`src/rtl/func_gen_dds.sv`:
```
// func_gen_dds: phase-accumulator function generator with glitch-free config apply at phase wrap
module func_gen_dds #(
    parameter int PHASE_W = 32,
    parameter int DATA_W  = 8,
    parameter int ADDR_W  = 8
) (
    input  logic              clk,
    input  logic              rst_n,
    input  logic              en,
    input  logic              cfg_valid,
    output logic              cfg_ready,
    input  logic [PHASE_W-1:0] cfg_freq,
    input  logic [DATA_W-1:0] cfg_duty,
    input  logic [2:0]        cfg_mode,
    output logic [ADDR_W-1:0] tbl_addr,
    input  logic [DATA_W-1:0] tbl_data,
    output logic [DATA_W-1:0] wave_out,
    output logic              wave_valid,
    output logic              sync
);
    localparam logic [2:0] SINE = 3'd0, TRI = 3'd1, SQUARE = 3'd2, PWM = 3'd3, SAW = 3'd4;
    localparam logic [DATA_W-1:0] DUTY0 = {1'b1, {(DATA_W-1){1'b0}}};
    logic [PHASE_W-1:0] phase_q, freq_q, sfreq_q;
    logic [PHASE_W:0]   sum_d;
    logic [2:0]         mode_q, smode_q, s1_mode_q;
    logic [DATA_W-1:0]  duty_q, sduty_q, s1_duty_q, wave_d, wave_q, top_d, tri_d;
    logic [DATA_W:0]    s1_u_q;
    logic               pend_q, wrap_q, carry_d, apply_d, capture_d;
    logic               s1_v_q, s1_w_q, valid_q, sync_q;

    assign cfg_ready  = ~pend_q;
    assign tbl_addr   = phase_q[PHASE_W-1 -: ADDR_W];
    assign wave_out   = wave_q;
    assign wave_valid = valid_q;
    assign sync       = sync_q;

    // Phase add, wrap detection, config handshake decisions and waveform shaping
    always_comb begin
        sum_d     = {1'b0, phase_q} + {1'b0, freq_q};
        carry_d   = en & sum_d[PHASE_W];
        apply_d   = pend_q & (carry_d | ~en | (freq_q == '0));
        capture_d = cfg_valid & ~pend_q;
        top_d     = s1_u_q[DATA_W:1];
        tri_d     = s1_u_q[DATA_W] ? ~s1_u_q[DATA_W-1:0] : s1_u_q[DATA_W-1:0];
        wave_d    = s1_mode_q == SINE   ? tbl_data :
                    s1_mode_q == TRI    ? tri_d :
                    s1_mode_q == SQUARE ? (s1_u_q[DATA_W] ? '0 : '1) :
                    s1_mode_q == PWM    ? ((top_d < s1_duty_q) ? '1 : '0) :
                    s1_mode_q == SAW    ? top_d : '0;
    end

    // Shadow capture on handshake, active update only at a safe point
    always_ff @(posedge clk) begin
        if (!rst_n) begin
            pend_q  <= 1'b0;
            mode_q  <= SINE;
            freq_q  <= '0;
            duty_q  <= DUTY0;
            smode_q <= SINE;
            sfreq_q <= '0;
            sduty_q <= DUTY0;
        end else begin
            if (capture_d) begin
                smode_q <= cfg_mode;
                sfreq_q <= cfg_freq;
                sduty_q <= cfg_duty;
            end
            if (apply_d) begin
                mode_q <= smode_q;
                freq_q <= sfreq_q;
                duty_q <= sduty_q;
            end
            pend_q <= capture_d | (pend_q & ~apply_d);
        end
    end

    // Phase accumulator; wrap_q marks that phase_q holds the first post-wrap value
    always_ff @(posedge clk) begin
        if (!rst_n) begin
            phase_q <= '0;
            wrap_q  <= 1'b0;
        end else if (en) begin
            phase_q <= sum_d[PHASE_W-1:0];
            wrap_q  <= carry_d;
        end
    end

    // S1: phase top bits plus the config that belongs to this sample, aligned with ROM read
    always_ff @(posedge clk) begin
        if (!rst_n) begin
            s1_v_q    <= 1'b0;
            s1_w_q    <= 1'b0;
            s1_u_q    <= '0;
            s1_mode_q <= SINE;
            s1_duty_q <= DUTY0;
        end else begin
            s1_v_q <= en;
            s1_w_q <= wrap_q;
            if (en) begin
                s1_u_q    <= phase_q[PHASE_W-1 -: DATA_W+1];
                s1_mode_q <= mode_q;
                s1_duty_q <= duty_q;
            end
        end
    end

    // S2: output sample register, holds its value while no new sample arrives
    always_ff @(posedge clk) begin
        if (!rst_n) begin
            wave_q  <= '0;
            valid_q <= 1'b0;
            sync_q  <= 1'b0;
        end else begin
            valid_q <= s1_v_q;
            sync_q  <= s1_v_q & s1_w_q;
            if (s1_v_q) wave_q <= wave_d;
        end
    end
endmodule

```
`config.mk`:
```
export PLATFORM = sky130hd
export DESIGN_NAME = func_gen_dds
export DESIGN_NICKNAME = d
export VERILOG_FILES = /design/src/rtl/func_gen_dds.sv
export SDC_FILE = /design/constraint.sdc
export NUM_CORES = 1
export LEC_CHECK = 0
export ABC_AREA = 1
export BUFFER_PORTS_ARGS = -buffer_cell sky130_fd_sc_hd__buf_2
export CORE_MARGIN = 10
export CORE_UTILIZATION = 40
export CTS_CLUSTER_DIAMETER = 120
export DETAILED_ROUTE_END_ITERATION = 12
export PLACE_DENSITY = 0.62
export SLEW_MARGIN = 10
export SYNTH_ARGS = -nofsm -noshare
export SYNTH_HDL_FRONTEND = slang
export SYNTH_SLANG_ARGS = --single-unit
```
`constraint.sdc`:
```
create_clock -name clk -period 4.5 [get_ports clk]
set_input_delay 0.9 -clock clk [delete_from_list [all_inputs] [get_ports clk]]
set_output_delay 0.9 -clock clk [all_outputs]
set_load 0.02 [all_outputs]
```
# Word-level counts from Yosys, hierarchy flattened
# Index checks and enable logic that the tools add are counted.
# word_totals
regBits	152
output_inout_bits	19
elab_cells	45
# op_classes
n_addsub	1
n_lt_le_gt_ge	1
eq_ne	4
mux	8
n_bitwise	12
n_reduce_logical	2
# ops
cell	n
2-to-1 mux 8 bit	8
adder 32 x 32 -> 33 bit	1
logical NOT 32 bit	1
< comparator 8 bit	1
NOT 8 bit	1
== test 3 x 2 -> 1 bit, second input constant	2
AND 1 bit	5
== test 3 x 1 -> 1 bit, second input constant	1
== test 3 bit, second input constant	1
logical NOT 3 bit	1
NOT 1 bit	3
bitwise OR 1 bit	3

# Logic depth before layout (Yosys ltp)
# depth
depth_word	8
ltp_mapped	15
ltp_nobuf	14

# Worst setup path before layout
# No wires, ideal clock.
# synth_timing
path_kind	input-to-reg
startpoint	input en
endpoint	register freq_q[12]
arrival_ns	2.121
required_ns	4.387
setup_slack_ns	2.266
stages	9
cell_sequence	buf_2 inv_2 a211o_1 nor3_2 nand3_4 buf_12 buf_12 a21oi_2 nor2_1
# synth_between
elab_chain_cells	4
# synth_lines
item	line	source
start, declared	9	input logic en,
AND 1 bit / NOT 1 bit (equally long branches)	40, 41	
bitwise OR 1 bit (*) (2 in a row)	41	apply_d = pend_q & (carry_d | ~en | (freq_q == '0));
AND 1 bit (*)	41	
end signal, assigned	70	freq_q <= sfreq_q;
end, declared	23	logic [PHASE_W-1:0] phase_q, freq_q, sfreq_q;
# Every way passes the cells marked *; elsewhere a longest branch is shown, timed or not.
# A chain may end at the register's enable or synchronous reset.

# Worst setup path in the final report
# layout_timing
startpoint	register phase_q[0]
endpoint	register freq_q[11]
# layout_between
elab_chain_cells	5
# layout_lines
item	line	source
start, declared	23	
start signal, assigned	83	phase_q <= sum_d[PHASE_W-1:0];
adder 32 x 32 -> 33 bit	39	sum_d = {1'b0, phase_q} + {1'b0, freq_q};
AND 1 bit	40	carry_d = en & sum_d[PHASE_W];
bitwise OR 1 bit (2 in a row)	41	
AND 1 bit	41	
# No other way between the ends.

==> impl_metrics.csv <==
group,metric,value,unit
finish,multi_input_area,4420,µm²
setup_path,timing_worst_setup_path_type,"reg2reg",
finish,fillCellCount,2175,
clock_tree,cts_setup_buffers,0,
synth,synthesis.area,8430,µm²
clock_tree,cts_num_sinks,152,
sta,setup_viol,0,
power_and_ir_drop,powerDensity,370,nW/µm²
place,port_buffers,73,
power_and_ir_drop,share_comb_of_total_power,0.180,
setup_path,endpoint_kind,"flop",
finish,fin_util,0.449,
setup_path,startpoint_type,"flop",
drt,drcViolationCount,0,
sta,clock_skew,0.00936,ns
sta,post-route-period-util,0.692,
drt,route.detailed.wl_per_inst,13.2,µm
setup_path,arrival,3.42,ns
synth,synth_top_cell_by_area,"dfxtp_1",
drt,vias_per_cell,4.78,
global_routing,grt_max_degree,89,
global_routing,grt-ovfl-total,0,
global_routing,grt_usage,0.155,
sta,slew_viol_final,0,
synth,synth-seq-area-share,0.361,
sta,rsz0062_at_grt,"false",
finish,drive_above_1_share,0.115,
sta,min_period,3.11,ns
clock_tree,clk_latency,0.43,ns
drt,postRouteAntennaNets,0,
die,row_count,53,
setup_path,cp.required,4.81,ns
place,post_dp_cell_area,8830,µm²
power_and_ir_drop,pwr-share-clk,0.378,
finish,antennaDiodeCount,0,
synth,yosysWarningCount,0,
finish,finish.instance_area,9370,µm²
drt,wl,20800,µm
die,dieHeight,165,µm
synth,synth_top_area_frac,0.361,
place,dpl.hpwl,15000,µm
clock_tree,ctsResizeCount,0,
setup_path,cp_slowest_cell,"nand3_4",
die,ios,74,
synth,syn_nets,1355,
die,core,20900,µm²
setup_path,critPathBufInv,0,
synth,synth_cells,1260,
finish,nets,1386,
clock_tree,numCtsBuffers,17,
finish,register_area,3050,µm²
worst_hold_path,hold_path_class,"reg2reg",
synth,syn_area_per_cell,6.69,µm²
power_and_ir_drop,ir_drop,0.000244,V
die,die_width,165,µm
drt,first_pass_iters,5,
sta,tns,0,ns
global_routing,grt_pass1_wl,34600,µm
global_routing,grt_pass1_vias,6911,
setup_path,cpLargestDelayFamily,"simple AND/OR/NAND/NOR gates",
clock_tree,ctsLongestPathBuffers,2,
setup_path,path_max_fanout,87,
status,status,"complete, no violations",
power_and_ir_drop,power_switching,0.00107,W
setup_path,path_cells,"ha_1, fa_1, nand2_1, nand2_1, nand3_1, nand2_1, nand2_1, nand3_2, nand2_2, nand3_4, a21oi_1, nor2_1",
global_routing,antenna_found_initial,0,
synth,ys_ff_latch,152,
synth,yosysUniqueCellTypes,36,
die,initial_core_util,0.404,
sta,max_freq,321,MHz
place,gp_congestion,0.953,
clock_tree,clockRootBuffer,"clkbuf_16",
clock_tree,clk_pin_slew,0.06,ns
setup_path,path_common_cell,"nand2_1",
job,cap_violations,0,
setup_path,cp_slowest_stage_delay,0.79,ns
power_and_ir_drop,leakage,4.54,nW
clock_tree,hold_buffers,0,
power_and_ir_drop,power,0.00347,W
sta,relSlewSlack,0.252,
power_and_ir_drop,p_sw_frac,0.308,
sta,hold_slack,0.410,ns
drt,num_vias,7549,
sta,worst_pin_slew,1.12,ns
sta,hold_viol_final,0,
drt,first_iter_violations,520,
power_and_ir_drop,pwr-share-seq,0.442,
synth,yosys-top-cells-area,"dfxtp_1, nand2_1, inv_1",
finish,area_delta_synth_final,11.2,%
clock_tree,cts_htree_levels,4,
die,dieArea,27300,µm²
power_and_ir_drop,p_int,0.00240,W
clock_tree,cts_tree,"yes",
## area by class of cell
class                           instances  area share
Clock buffer                           19      0.0473
Clock inverter                         12      0.0100
Inverter                              164      0.0657
Multi-Input combinational cell        878       0.472
Sequential cell                       152       0.325
Tap cell                              275      0.0367
Timing Repair Buffer                   78      0.0433
## cells by family (layout without fill, tap and decap cells)
group                    count (synthesis)  in the layout  share of synthesized area
AO/OA/AOI/OAI                          257            257                      0.168
XOR/XNOR                                20             20                     0.0208
adder cells (fa/ha/maj)                 40             40                     0.0603
buffers and inverters                  230            273                      0.115
flip-flops                             152            152                      0.361
AND/OR/NAND/NOR                        561            561                      0.275
## synth_stat cells
cell type	n
nand2_1	270
inv_1	162
nor2_1	161
dfxtp_1	152
a21oi_1	113
o21ai_0	105
nand3_1	98
ha_1	39
clkbuf_1	37
a21oi_2	29
buf_2	11
xor2_1	11
nor3_1	10
xnor2_1	9
buf_4	8
nor4_1	8
buf_1	6
buf_12	3
nand4_1	3
nor2_2	3
o21bai_1	3
a21o_1	2
a31oi_1	2
inv_2	2
nand2_2	2
a211o_1	1
and2_1	1
and3_1	1
buf_8	1
fa_1	1
nand3_2	1
nand3_4	1
nor2_4	1
nor3_2	1
o211ai_1	1
o22ai_1	1
## worst register-to-register path: cells and delay by family, from the launching register on
family          cells  cell delay (ns)
compound gates      1             0.45
flops               1             0.31
fa+ha+maj           2             0.63
simple gates        9             1.59
## cell usage in the layout, fill, tap and decap left out, types with 3 or more instances in the layout
master	instances
nand2_1	269
inv_1	162
nor2_1	161
dfxtp_1	151
a21oi_1	113
o21ai_0	105
nand3_1	98
buf_2	72
ha_1	39
a21oi_2	29
clkbuf_16	17
xor2_1	11
nor3_1	10
xnor2_1	9
nor4_1	8
buf_4	6
clkinv_4	4
nand2_2	3
nor2_2	3
nand4_1	3
o21bai_1	3
clkinv_2	3
## sequential cells by signal, indices dropped and copies added (netlist names), 8 cells and up
name / cells
duty_q: 8
freq_q: 32
phase_q: 32
s1_duty_q: 8
s1_u_q: 9
sduty_q: 8
sfreq_q: 32
wave_out: 8
## worst paths after layout
path,startpoint,end,slack (ns),depth (start not counted)
setup / recovery,phase_q[0],freq_q[11],1.39,12
hold / removal,s1_w_q,sync,0.41,2
setup reg to reg,phase_q[0],freq_q[11],1.39,12
hold reg to reg,s1_w_q,sync,0.41,2
## routing by layer
metal / share of wire / vias up / global-route usage
met2: 0.43 / 143 / 0.228
met4: 0.016 / 0 / 0.0511
met3: 0.044 / 20 / 0.0275
met5: 0 / - / 0
li1: - / 4095 / -
met1: 0.51 / 3291 / 0.224
## power by group through the flow
stage / logic [W] / registers (W) / clock network, W
after floorplan: 0.000512 / 0.00154 / 0
after global placement: 0.000618 / 0.00156 / 0
after detailed placement: 0.000627 / 0.00156 / 0
after CTS: 0.000629 / 0.00153 / 0.00135
after global routing: 0.000723 / 0.00155 / 0.00141
final: 0.000625 / 0.00153 / 0.00131
## per-stage QoR
stage / cells / setup slack, ns
after floorplan: 1260 / 2.27
after global placement: 1547 / 1.47
after detailed placement: 1547 / 1.43
after CTS: 1578 / 1.40
after global routing: 1578 / 1.09
final: 1578 / 1.39
Power figures use the tool's default switching activity.
